## config.mk

```make
export PLATFORM = sky130hd
export DESIGN_NAME = tmds_deserializer_1_10
export DESIGN_NICKNAME = d
export VERILOG_FILES = /design/src/rtl/tmds_pkg.sv /design/src/rtl/tmds_decode_8b.sv /design/src/rtl/tmds_deserializer_1_10.sv
export SDC_FILE = /design/constraint.sdc
export NUM_CORES = 1
export LEC_CHECK = 0
export ABC_AREA = 0
export BUFFER_PORTS_ARGS = -buffer_cell sky130_fd_sc_hd__buf_2
export CORE_UTILIZATION = 38
export DETAILED_ROUTE_END_ITERATION = 7
export GPL_TIMING_DRIVEN = 0
export PLACE_DENSITY = 0.55
export SLEW_MARGIN = 0
export SYNTH_ARGS = -nofsm -noshare
export SYNTH_HDL_FRONTEND = slang
export SYNTH_SLANG_ARGS = --single-unit
```

## constraint.sdc

```tcl
create_clock -name Clk -period 2.04 [get_ports Clk]
set_input_delay 0.204 -clock Clk [delete_from_list [all_inputs] [get_ports Clk]]
set_output_delay 0.204 -clock Clk [all_outputs]
set_load 0.02 [all_outputs]
```

## src/rtl/tmds_pkg.sv

```systemverilog
// Shared constants, lock-FSM state type and token helpers for the TMDS lane deserializer.
package tmds_pkg;

  localparam int unsigned SYM_W = 10;
  localparam int unsigned PH_W  = 4;
  localparam int unsigned CNT_W = 4;

  localparam logic [PH_W-1:0] PHASE_LAST = PH_W'(9);

  localparam logic [SYM_W-1:0] TOKEN_C0 = 10'h354;
  localparam logic [SYM_W-1:0] TOKEN_C1 = 10'h0AB;
  localparam logic [SYM_W-1:0] TOKEN_C2 = 10'h154;
  localparam logic [SYM_W-1:0] TOKEN_C3 = 10'h2AB;

  typedef enum logic [1:0] {
    HUNT   = 2'd0,
    VERIFY = 2'd1,
    LOCKED = 2'd2
  } lock_state_e;

  function automatic logic is_token(input logic [SYM_W-1:0] sym);
    return (sym == TOKEN_C0) || (sym == TOKEN_C1) ||
           (sym == TOKEN_C2) || (sym == TOKEN_C3);
  endfunction

  // Control bits {C1,C0} carried by each token; only meaningful when is_token().
  function automatic logic [1:0] token_ctl(input logic [SYM_W-1:0] sym);
    logic [1:0] ctl;
    ctl = 2'b00;
    case (sym)
      TOKEN_C1: ctl = 2'b01;
      TOKEN_C2: ctl = 2'b10;
      TOKEN_C3: ctl = 2'b11;
      default:  ctl = 2'b00;
    endcase
    return ctl;
  endfunction

  function automatic logic [CNT_W-1:0] sat_inc(input logic [CNT_W-1:0] v);
    return (v == '1) ? v : v + 1'b1;
  endfunction

endpackage

```

## src/rtl/tmds_decode_8b.sv

```systemverilog
// Registered DVI 10b->8b decoder: tokens give control bits, other symbols give a data byte.
module tmds_decode_8b
  import tmds_pkg::*;
(
  input  logic             Clk,
  input  logic             Reset_n,
  input  logic [SYM_W-1:0] sym_i,
  input  logic             word_valid_i,
  output logic [7:0]       byte_o,
  output logic [1:0]       ctl_o,
  output logic             de_o,
  output logic             dec_valid_o
);

  logic [7:0] byte_q, byte_d, byte_c;
  logic [7:0] din_c;
  logic [1:0] ctl_q, ctl_d;
  logic       de_q, de_d;
  logic       dec_valid_q;

  // Undo the optional inversion, then the XOR/XNOR chain selected by bit 8.
  always_comb begin
    din_c     = sym_i[9] ? ~sym_i[7:0] : sym_i[7:0];
    byte_c    = '0;
    byte_c[0] = din_c[0];
    for (int i = 1; i < 8; i++) begin
      byte_c[i] = sym_i[8] ? (din_c[i] ^ din_c[i-1]) : ~(din_c[i] ^ din_c[i-1]);
    end
  end

  always_comb begin
    byte_d = byte_q;
    ctl_d  = ctl_q;
    de_d   = de_q;
    if (word_valid_i) begin
      if (is_token(sym_i)) begin
        byte_d = '0;
        ctl_d  = token_ctl(sym_i);
        de_d   = 1'b0;
      end else begin
        byte_d = byte_c;
        de_d   = 1'b1;
      end
    end
  end

  always_ff @(posedge Clk or negedge Reset_n) begin
    if (!Reset_n) begin
      byte_q      <= '0;
      ctl_q       <= '0;
      de_q        <= 1'b0;
      dec_valid_q <= 1'b0;
    end else begin
      byte_q      <= byte_d;
      ctl_q       <= ctl_d;
      de_q        <= de_d;
      dec_valid_q <= word_valid_i;
    end
  end

  assign byte_o      = byte_q;
  assign ctl_o       = ctl_q;
  assign de_o        = de_q;
  assign dec_valid_o = dec_valid_q;

endmodule

```

## src/rtl/tmds_deserializer_1_10.sv

```systemverilog
// One-lane TMDS 1:10 deserializer with control-token boundary lock.
// Define TMDS_DECODE_EN to add the registered DVI 8b/10b decode outputs.
module tmds_deserializer_1_10
  import tmds_pkg::*;
#(
  parameter int unsigned LOCK_COUNT = 4,
  parameter int unsigned LOSS_COUNT = 4
) (
  input  logic             Clk,
  input  logic             Reset_n,
  input  logic             Serial_In,
  output logic [SYM_W-1:0] Data,
  output logic             Word_Valid,
  output logic             Token,
  output logic             Locked,
  output logic             Realign
`ifdef TMDS_DECODE_EN
  ,
  output logic [7:0]       Byte,
  output logic [1:0]       Ctl,
  output logic             De,
  output logic             Dec_Valid
`endif
);

  logic [SYM_W-1:0] sr_q, sr_d;
  logic [SYM_W-1:0] data_q, data_d;
  logic [PH_W-1:0]  phase_q, phase_d;
  logic [CNT_W-1:0] hit_q, hit_d;
  logic [CNT_W-1:0] miss_q, miss_d;
  lock_state_e      state_q, state_d;
  logic             word_valid_q, word_valid_d;
  logic             token_q, token_d;
  logic             locked_q, locked_d;
  logic             realign_q, realign_d;
  logic             token_hit_c, aligned_c;

  always_comb begin
    sr_d         = {Serial_In, sr_q[SYM_W-1:1]};
    token_hit_c  = is_token(sr_q);
    aligned_c    = token_hit_c && (phase_q == '0);
    phase_d      = (phase_q == PHASE_LAST) ? '0 : phase_q + 1'b1;
    data_d       = data_q;
    word_valid_d = 1'b0;
    token_d      = 1'b0;
    state_d      = state_q;
    hit_d        = hit_q;
    miss_d       = miss_q;
    realign_d    = 1'b0;

    if (phase_q == PHASE_LAST) begin
      data_d       = sr_d;
      word_valid_d = 1'b1;
      token_d      = is_token(sr_d);
    end

    case (state_q)
      HUNT: begin
        if (token_hit_c) begin
          realign_d = 1'b1;
          hit_d     = CNT_W'(1);
          if (LOCK_COUNT <= 1) begin
            state_d = LOCKED;
            miss_d  = '0;
          end else begin
            state_d = VERIFY;
          end
        end
      end
      VERIFY: begin
        if (aligned_c) begin
          hit_d = sat_inc(hit_q);
          if (hit_d >= CNT_W'(LOCK_COUNT)) begin
            state_d = LOCKED;
            miss_d  = '0;
          end
        end else if (token_hit_c) begin
          realign_d = 1'b1;
          hit_d     = CNT_W'(1);
        end
      end
      LOCKED: begin
        // Once locked, stray tokens are only counted; the boundary is never moved here.
        if (aligned_c) begin
          miss_d = '0;
        end else if (token_hit_c) begin
          miss_d = sat_inc(miss_q);
          if (miss_d >= CNT_W'(LOSS_COUNT)) begin
            state_d = HUNT;
            hit_d   = '0;
          end
        end
      end
      default: state_d = HUNT;
    endcase

    // The token just seen ends a symbol, so the next one completes 10 bits from now.
    if (realign_d) begin
      phase_d = PH_W'(1);
    end
    locked_d = (state_d == LOCKED);
  end

  always_ff @(posedge Clk or negedge Reset_n) begin
    if (!Reset_n) begin
      sr_q         <= '0;
      data_q       <= '0;
      phase_q      <= '0;
      hit_q        <= '0;
      miss_q       <= '0;
      state_q      <= HUNT;
      word_valid_q <= 1'b0;
      token_q      <= 1'b0;
      locked_q     <= 1'b0;
      realign_q    <= 1'b0;
    end else begin
      sr_q         <= sr_d;
      data_q       <= data_d;
      phase_q      <= phase_d;
      hit_q        <= hit_d;
      miss_q       <= miss_d;
      state_q      <= state_d;
      word_valid_q <= word_valid_d;
      token_q      <= token_d;
      locked_q     <= locked_d;
      realign_q    <= realign_d;
    end
  end

  assign Data       = data_q;
  assign Word_Valid = word_valid_q;
  assign Token      = token_q;
  assign Locked     = locked_q;
  assign Realign    = realign_q;

`ifdef TMDS_DECODE_EN
  tmds_decode_8b u_decode (
    .Clk          (Clk),
    .Reset_n      (Reset_n),
    .sym_i        (data_q),
    .word_valid_i (word_valid_q),
    .byte_o       (Byte),
    .ctl_o        (Ctl),
    .de_o         (De),
    .dec_valid_o  (Dec_Valid)
  );
`endif

endmodule

```

==> summary.md, run 1 <==
| Metric | Value |
|---|---|
| Synth Flop Type | `dfrtp_1` |
| VDD IR-drop max | `706 uV` |
| Slew margin rel. | `44.8%` |
| Crit-path leading delay family | `simple AND/OR/NAND/NOR gates` |
| CP max FO | `7` |
| Port bufs | `16` |
| Failing checks | `setup timing` |
| Sequential share of power | `46.0%` |
| Req. time, crit path | `2200 ps` |
| Sw frac | `36.5%` |
| Final Hold Fails | `0` |
| Clock transition at the registers of the reported paths | `80 ps` |
| Minimum clock period | `2080 ps` |
| Synth Instances | `183` |
| Die area | `5060 um^2` |
| Share of layout cells above drive strength 1 | `22.4%` |
| R2R depth | `6` |
| Syn Area/Cell | `9.93 um^2` |
| Met1 Use GR | `19.3%` |
| Worst slew pin tran | `828 ps` |
| Syn nets | `195` |
| Max Fclk | `0.480 GHz` |
| Clock Power Share | `22.6%` |
| CP arrival | `2250 ps` |
| Sequential area share after synthesis | `52.3%` |
| Setup WS pre-CTS | `-162 ps` |
| Most Crowded Layer GR | `met2` |
| Logic gate share of total power | `31.3%` |
| Final TNS setup | `-121 ps` |
| Clock latency at the later pin of the worst-skew pair | `290 ps` |
| GR Util All Layers | `15.8%` |
| Die height | `71.1 um` |
| # setup viols final | `5` |
| Pint | `1430 uW` |
| Wirelength per Cell | `13.8 um` |
| Leak pwr | `0.00104 uW` |
| Antenna violations before repair | `0` |
| GRT overflow | `0` |
| Fin crit share | `102%` |
| Clock skew | `3.96 ps` |
| DRC Markers | `0` |
| Vias/cell | `5.26` |
| Most frequent cells in the layout | `38 x dfrtp_1, 35 x nand2_1, 16 x buf_2` |
| IO Pins | `17` |
| Post-DRT Antenna Nets | `0` |
| Post-synth ARST share | `100%` |
| Layout area overhead | `19.1%` |
| CP Capture Type | `flip-flop` |
| Reg2reg start | `sr_q[3]` |
| Fin. max-slew vios | `0` |
| Core area | `4470 um^2` |
| Global-route wire length before repair | `6200 um` |
| RSZ-0062 raised after global routing | `yes` |
| Initial DRC Count | `102` |
| Max incr delay on CP | `470 ps` |
| Post-Synthesis Cell Area | `1820 um^2` |
| Starting density of the core | `40.6%` |
| Hold WC Path Type | `in -> async` |
| Largest net degree at the start of global routing | `39` |
| R2R Setup Slk | `-40 ps` |
| Crit-path cells | `or3b_4 > or4_4 > and2_4 > a21oi_4 > a21boi_4 > mux2i_1` |
| Crit Path Class | `reg -> reg` |
| Ant. Diodes | `0` |
| Synth Warn # | `0` |
| Max clock buf depth | `2` |
| Gp weighted congestion | `0.790` |
| Vias in the first global route | `1389` |
| Max Cap Viol | `0` |
| Switching pwr | `820 uW` |
| Fillers | `423` |
| Number of flops mapped to enable cells by yosys | `0` |
| Synth cell types | `46` |
| DR vias | `1399` |
| Power Density | `1040 nW/um^2` |
| Fin nets | `225` |
| Met2 usage in global routing | `26.8%` |
| TritonRoute pass-1 iters | `6` |
| Die X | `71.1 um` |
| Status | `complete, but fails checks` |
| Commonest non-fill, non-tap cell in the layout | `dfrtp_1` |
| Synth Register Bits | `38` |
| Routed Wire Length | `3670 um` |
| Placement row count | `24` |
| Cts bufs inserted | `5` |
| Met3 Track Usage GR | `4.27%` |
| Critical Path Start Type | `flip-flop` |
| CTS tree | `built` |
| Buf/Inv on CP | `0` |
| Worst setup margin | `-43.5 ps` |
| Root buf cell | `clkbuf_8` |
| Critical R2R Capture | `miss_q[0]` |
| Slowest CP cell | `or4_4` |
| Half-perimeter wire length after placement | `2430 um` |
| Finished Core Util | `48.4%` |
| Clk sinks | `38` |
| H-tree levels | `2` |
## cells in the mapped netlist, drive strengths merged, types with 2 or more instances
master	number	share of area, %
nor3	4	1.1
nand2b	3	1.0
a31oi	2	0.69
nand2	37	7.6
a21oi	11	3.2
and3	2	0.69
o22ai	2	0.69
nor2	10	2.1
nor4b	2	0.96
and2	2	0.83
a21boi	2	0.83
ha	9	6.2
inv	12	2.5
clkbuf	3	0.62
o21ai	7	2.5
nand3	9	2.5
and3b	2	0.96
o22a	2	0.96
dfrtp	38	52
nand4b	3	1.4
## metrics by stage
stage | hold slack (ps) | std cells | area, um^2 | total power, uW
5_1_grt | 29.3 | 266 | 2160 | 2430
4_1_cts | 25.3 | 262 | 2100 | 2250
3_5_place_dp | 329 | 251 | 1970 | 1720
3_3_place_gp | 328 | 251 | 1970 | 1700
6_report | 9.46 | 266 | 2160 | 2250
2_1_floorplan | -91.6 | 183 | 1820 | 1500
## final cells by class
| class | instances | area [um^2] | share of cell area [%] |
|---|---|---|---|
| Buffer | 3 | 11.3 | 0.520 |
| Timing Repair Buffer | 24 | 144 | 6.65 |
| Multi-Input combinational cell | 129 | 858 | 39.7 |
| Clock inverter | 3 | 21.3 | 0.983 |
| Tap cell | 52 | 65.1 | 3.01 |
| Inverter | 12 | 45.0 | 2.08 |
| Sequential cell | 38 | 951 | 43.9 |
| Clock buffer | 5 | 68.8 | 3.18 |
## worst reg2reg max path, stage by stage, from the launching register on
cell and delay, ps:
dfrtp_1 380, or3b_4 400, or4_4 470, and2_4 210
a21oi_4 180, a21boi_4 220, mux2i_1 110
## registers in the layout, summed over array words and instances (netlist names)
| signal | count |
|---|---|
| Data | 10 |
| Locked | 1 |
| Realign | 1 |
| Token | 1 |
| Word_Valid | 1 |
| hit_q | 4 |
| miss_q | 4 |
| phase_q | 4 |
| sr_q | 10 |
| state_q | 2 |
## power groups by stage
stage | Combinational (uW) | Sequential [uW] | Clock (uW)
final | 703 | 1030 | 508
after global routing | 805 | 1060 | 568
after CTS | 691 | 1030 | 529
after detailed placement | 680 | 1040 | 0
after global placement | 665 | 1040 | 0
after floorplan | 342 | 1160 | 0
## worst max path at each step
stage	from	endpoint	slack, ps	cells past startpoint
2_1_floorplan	sr_q[3]	Locked	-10	7
3_3_place_gp	sr_q[3]	Locked	-130	7
3_5_place_dp	sr_q[3]	miss_q[0]	-160	7
4_1_cts	sr_q[3]	hit_q[2]	-40	6
5_1_grt	sr_q[3]	hit_q[2]	-130	6
6_report	sr_q[3]	miss_q[0]	-40	6
## routing by layer
| metal | vias to the layer above | share of wire [%] |
|---|---|---|
| li1 | 687 | - |
| met1 | 679 | 45 |
| met2 | 27 | 50 |
| met3 | 6 | 3.5 |
| met4 | 0 | 1.4 |
| met5 | - | 0 |
## timing repair
item,CTS,global route
gates resized for setup,7,6
hold buffers,0,0
pin swaps,2,12
endpoints found under the setup margin,14,14
buffers inserted,4,4
## kinds of logic after synthesis
| family | count (synthesis) | share of synthesized area, % |
|---|---|---|
| adders and majority gates | 9 | 6.20 |
| AOI/OAI and AO/OA | 34 | 12.9 |
| xor gates and xnor gates | 2 | 0.964 |
| buffers and inverters | 16 | 3.72 |
| and+or+nand+nor | 83 | 23.3 |
| muxes | 1 | 0.551 |
| DFF | 38 | 52.3 |
(Power assumes the default switching activity.)
==> run 2, diff against run 1 <==
- BUFFER_PORTS_ARGS: -buffer_cell sky130_fd_sc_hd__buf_2 -> -buffer_cell sky130_fd_sc_hd__buf_4
- CORE_MARGIN: unset -> 5
- CORE_UTILIZATION: 38 -> 43
- PLACE_DENSITY: 0.55 -> 0.61
==> run 2 against run 1 <==
The run still ends with setup timing left. Die area grew 11%. Setup slack gained 28 ps. Clock power grew 2%. Routed wire length is essentially flat. Global-route usage shrank 1.4 points. Power grew 1.8%. Design area grew 1.2%. Via count grew 1.1%. Register-to-register slack gained 30 ps. Sequential share of layout area shrank 0.53 points.
==> summary.md, run 2 (synthesis gave the netlist of run 1 again) <==
| Metric | Value |
|---|---|
| Leak pwr | `0.00105 uW` |
| Max Fclk | `0.486 GHz` |
| CP Capture Type | `flip-flop` |
| Die area | `5630 um^2` |
| Starting density of the core | `44.8%` |
| Req. time, crit path | `2220 ps` |
| VDD IR-drop max | `566 uV` |
| Crit-path leading delay family | `simple AND/OR/NAND/NOR gates` |
| Post-DRT Antenna Nets | `0` |
| RSZ-0062 raised after global routing | `yes` |
| Antenna violations before repair | `0` |
| Final Hold Fails | `0` |
| GRT overflow | `0` |
| Critical path depth in cells | `6` |
| Largest net degree at the start of global routing | `39` |
| Ant. Diodes | `0` |
| Setup WS pre-CTS | `-157 ps` |
| Vias in the first global route | `1423` |
| Crit Path Class | `reg -> reg` |
| Critical Path Start Type | `flip-flop` |
| CTS tree | `built` |
| Worst setup margin | `-15.5 ps` |
| GR Util All Layers | `14.5%` |
| Root buf cell | `clkbuf_8` |
| Crit-path cells | `or3b_1 > or4_4 > and2_4 > a21oi_4 > a21boi_4 > mux2i_1` |
| Core area | `4060 um^2` |
| Die height | `75 um` |
| Power Density | `1040 nW/um^2` |
| Switching pwr | `822 uW` |
| Die X | `75 um` |
| Clock Power Share | `22.7%` |
| Clock skew | `5.62 ps` |
| Fillers | `373` |
| Placement row count | `23` |
| Critical Path Sink | `miss_q[0]` |
| Slew margin rel. | `69.0%` |
| Most frequent cells in the layout | `38 x dfrtp_1, 36 x nand2_1, 24 x buf_4` |
| Cts bufs inserted | `5` |
| Sequential share of power | `45.2%` |
| Fin. max-slew vios | `0` |
| CP max FO | `7` |
| DRC Markers | `0` |
| # setup viols final | `3` |
| Hold Slack | `31.2 ps` |
| Buf/Inv on CP | `0` |
| IO Pins | `17` |
| Gp weighted congestion | `0.772` |
| Area of the multi-input gates | `840 um^2` |
| CP arrival | `2230 ps` |
| Failing checks | `setup timing` |
| Wirelength per Cell | `13.8 um` |
| Port bufs | `16` |
| Worst slew pin tran | `465 ps` |
| Logic gate share of total power | `32.1%` |
| Design Power | `2290 uW` |
| Clock transition at the registers of the reported paths | `80 ps` |
| Critical R2R Capture | `miss_q[0]` |
| DR vias | `1415` |
| Share of layout cells above drive strength 1 | `20.5%` |
| Half-perimeter wire length after placement | `2530 um` |
| R2R Setup Slk | `-20 ps` |
| Status | `complete, but fails checks` |
| R2R depth | `6` |
| Minimum clock period | `2060 ps` |
| Initial DRC Count | `62` |
| Clock latency at the later pin of the worst-skew pair | `290 ps` |
| Slowest CP cell | `or4_4` |
| Pint | `1460 uW` |
| H-tree levels | `2` |
| Worst setup startpoint | `sr_q[3]` |
| Reg2reg start | `sr_q[3]` |
| Max Cap Viol | `0` |
| Fin nets | `226` |
| Vias/cell | `5.34` |
| Fin crit share | `101%` |
| Max clock buf depth | `2` |
| Storage element area | `951 um^2` |
| Sw frac | `36.0%` |
| Global-route wire length before repair | `6220 um` |
| Clk sinks | `38` |
| Routed Wire Length | `3670 um` |
| TritonRoute pass-1 iters | `4` |
| Layout area overhead | `20.6%` |
| Hold WC Path Type | `in -> reg` |
| Max incr delay on CP | `470 ps` |
| Commonest non-fill, non-tap cell in the layout | `dfrtp_1` |
[run 2: worst register-to-register path: stages, from the launching register on]
cell and delay (ps):
dfrtp_1 380, or3b_1 390, or4_4 470, and2_4 210, a21oi_4 180, a21boi_4 230, mux2i_1 90
[run 2: stage by stage]
stage	instances	util, %	cell area [um^2]	setup TNS, ps
final	265	54.0	2190	-36.5
after global routing	265	54.0	2190	-801
after CTS	261	52.8	2140	-128
after detailed placement	249	49.4	2000	-1200
after global placement	249	49.4	2000	-820
after floorplan	183	-	1820	-17.7
[run 2: timing repair]
item	in CTS	in global routing
endpoints found under the setup margin	13	16
pin swaps	0	9
setup buffers	4	4
resized for setup	3	6
hold buffers	1	0
endpoints found under the hold margin	38	0
[run 2: area by class of cell]
class / instances / area share [%]
Clock inverter: 3 / 0.971
Timing Repair Buffer: 25 / 8.68
Sequential cell: 38 / 43.4
Tap cell: 50 / 2.86
Buffer: 3 / 0.571
Clock buffer: 5 / 3.14
Multi-Input combinational cell: 129 / 38.3
Inverter: 12 / 2.06
[run 2: power groups by stage]
stage	registers, uW	logic (uW)	clock network, uW
floorplan	1160	342	0
global placement	1040	722	0
detailed placement	1050	743	0
CTS	1040	749	536
global route	1060	824	564
finish	1030	735	518
[run 2: how the worst min path moves through the flow]
stage,startpoint,end,slack (ps),cells past startpoint
3_5_place_dp,Reset_n,hit_q[2],200,1
6_report,Serial_In,sr_q[9],30,1
2_1_floorplan,Reset_n,Data[0],-90,0
3_3_place_gp,Reset_n,hit_q[3],200,1
4_1_cts,Serial_In,sr_q[9],20,1
5_1_grt,Serial_In,sr_q[9],20,1
[run 2: layer usage]
layer | up-vias | GRT usage (%) | routed length [um]
met5 | - | 0 | 0
met4 | 0 | 4.15 | 42
met3 | 4 | 3.60 | 114
met2 | 20 | 25.3 | 1860
met1 | 695 | 17.6 | 1660
li1 | 696 | - | -
==> run 3, diff against run 2 <==
- PLACE_DENSITY: 0.61 -> 0.59
- clock period: 2.04 -> 2.3 ns (I/O delays scaled with it)
==> run 3 against run 2 <==
The run now ends clean. Utilization fell by 1.5 points. Setup slack gained 140 ps. Global-route usage shrank 0.44 points. Flip-flop and latch count is the same. Count of clock-buffer cells in the layout up 1. Via count is 5.2% lower. First-iteration DRC count rose by 26%. Largest cell class unchanged. Largest power group unchanged. Highest routed layer unchanged.
==> summary.md, run 3 (synthesis gave the netlist of run 1 again) <==
| Metric | Value |
|---|---|
| Status | `finished, final reports clean` |
| IO Pins | `17` |
| Cts bufs inserted | `5` |
| H-tree levels | `2` |
| Leak pwr | `0.00102 uW` |
| Clk sinks | `38` |
| Largest net degree at the start of global routing | `39` |
| Wirelength per Cell | `13.6 um` |
| Max clock buf depth | `2` |
| Max Cap Viol | `0` |
| Fin. max-slew vios | `0` |
| # setup viols final | `0` |
| Critical Path Start Type | `flip-flop` |
| Die X | `75 um` |
| R2R Setup Slk | `120 ps` |
| Fin crit share | `94.6%` |
| DRC Markers | `0` |
| Die area | `5630 um^2` |
| Clock transition at the registers of the reported paths | `70 ps` |
| Req. time, crit path | `2470 ps` |
| Hold WC Path Type | `in -> reg` |
| Antenna violations before repair | `0` |
| Root buf cell | `clkbuf_8` |
| GR Util All Layers | `14.0%` |
| CP max FO | `7` |
| Initial DRC Count | `78` |
| Routed Wire Length | `3510 um` |
| Critical R2R Capture | `hit_q[2]` |
| Final TNS setup | `0 ps` |
| Reg2reg start | `sr_q[3]` |
| Placement row count | `23` |
| Layout area overhead | `17.3%` |
| DR vias | `1341` |
| Port bufs | `16` |
| Clock skew | `2.26 ps` |
| TritonRoute pass-1 iters | `4` |
| Hold Path Depth | `1` |
| Power Density | `996 nW/um^2` |
| Slew margin rel. | `68.9%` |
| Core area | `4060 um^2` |
| Layout Cells excl Fill | `258` |
| Commonest non-fill, non-tap cell in the layout | `dfrtp_1` |
| Hold Slack | `60.6 ps` |
| Vias in the first global route | `1387` |
| Fin nets | `219` |
| Design Power | `2120 uW` |
| Finished Core Util | `52.5%` |
| Die height | `75 um` |
| Clock latency at the later pin of the worst-skew pair | `280 ps` |
| VDD IR-drop max | `514 uV` |
| Worst slew pin tran | `466 ps` |
| Minimum clock period | `2180 ps` |
| R2R depth | `7` |
| Share of layout cells above drive strength 1 | `15.4%` |
| Fillers | `382` |
| Global-route wire length before repair | `6070 um` |
| Gp weighted congestion | `0.781` |
| Ant. Diodes | `0` |
| CTS tree | `built` |
| Post-DRT Antenna Nets | `0` |
| Vias/cell | `5.20` |
| GRT overflow | `0` |
| Hold Path End | `sr_q[9]` |
| RSZ-0062 raised after global routing | `no` |
| Most frequent cells in the layout | `38 x dfrtp_1, 37 x nand2_1, 16 x buf_4` |
| Dpl cells | `249` |
| Max Fclk | `0.459 GHz` |
| Hold Startpoint | `Serial_In` |
| Buffer count from post-CTS setup fixing | `0` |
| Crit Path Class | `reg -> reg` |
| Final Hold Fails | `0` |
| Half-perimeter wire length after placement | `2510 um` |
| CP arrival | `2350 ps` |
| Starting density of the core | `44.8%` |
| CP Capture Type | `flip-flop` |
-- run 3: cell count changes in the layout (fill, tap and decap cells not counted), sizes merged --
cell / change
clkbuf: +1
buf: -7
bufinv: +1
clkinv: -2
-- run 3: routing by layer --
metal / share of wire [%] / GRT usage (%) / wire (um) / up-vias
li1: - / - / - / 678
met1: 46 / 17.4 / 1620 / 627
met2: 48 / 22.8 / 1680 / 32
met3: 4.9 / 4.67 / 171 / 4
met4: 1.0 / 5.14 / 36 / 0
met5: 0 / 0 / 0 / -
-- run 3: how the worst max path moves through the flow --
stage                     startpoint         to  slack [ps]  cells after the start
after floorplan              sr_q[3]  miss_q[0]         240                      7
after global placement       sr_q[3]  miss_q[0]         120                      7
after detailed placement     sr_q[3]  miss_q[0]          90                      7
after CTS                    sr_q[3]  miss_q[0]          80                      7
after global routing         sr_q[3]   hit_q[2]           6                      6
final                        sr_q[3]   hit_q[2]         120                      7
-- run 3: final cells by class --
class	instances	area, um^2	share of cell area (%)
plain buffers	4	22.5	1.06
well taps	50	62.6	2.94
inverters	12	45.0	2.11
flip-flops and latches	38	951	44.6
repair buffers	17	130	6.11
multi-input cells	129	810	38.0
clock inverters	2	37.5	1.76
clock buffers	6	72.6	3.41
-- run 3: what timing repair did --
item	CTS	global route
hold endpoints to repair	38	0
hold buffers	1	0
setup endpoints to repair	0	6
resized for setup	0	2
-- run 3: power by group --
group / leakage, uW / switching [uW] / internal [uW] / total [uW]
logic: 0.000489 / 383 / 266 / 648
registers: 0.000481 / 102 / 817 / 918
clock network: 0.0000514 / 233 / 324 / 556
total: 0.00102 / 717 / 1410 / 2120
-- run 3: worst max-delay path, stage by stage, from the launching register on --
cell and delay, ps:
dfrtp_1 400, or3b_1 400, or4_4 450, and2_4 160
buf_6 130, o21ai_4 170, nand2_1 130, o22a_1 230
-- run 3: through the flow --
stage / setup WS, ps / area (um^2)
global route: 5.79 / 2130
global placement: 115 / 2000
floorplan: 243 / 1820
CTS: 81.0 / 2120
detailed placement: 93.6 / 2000
finish: 123 / 2130
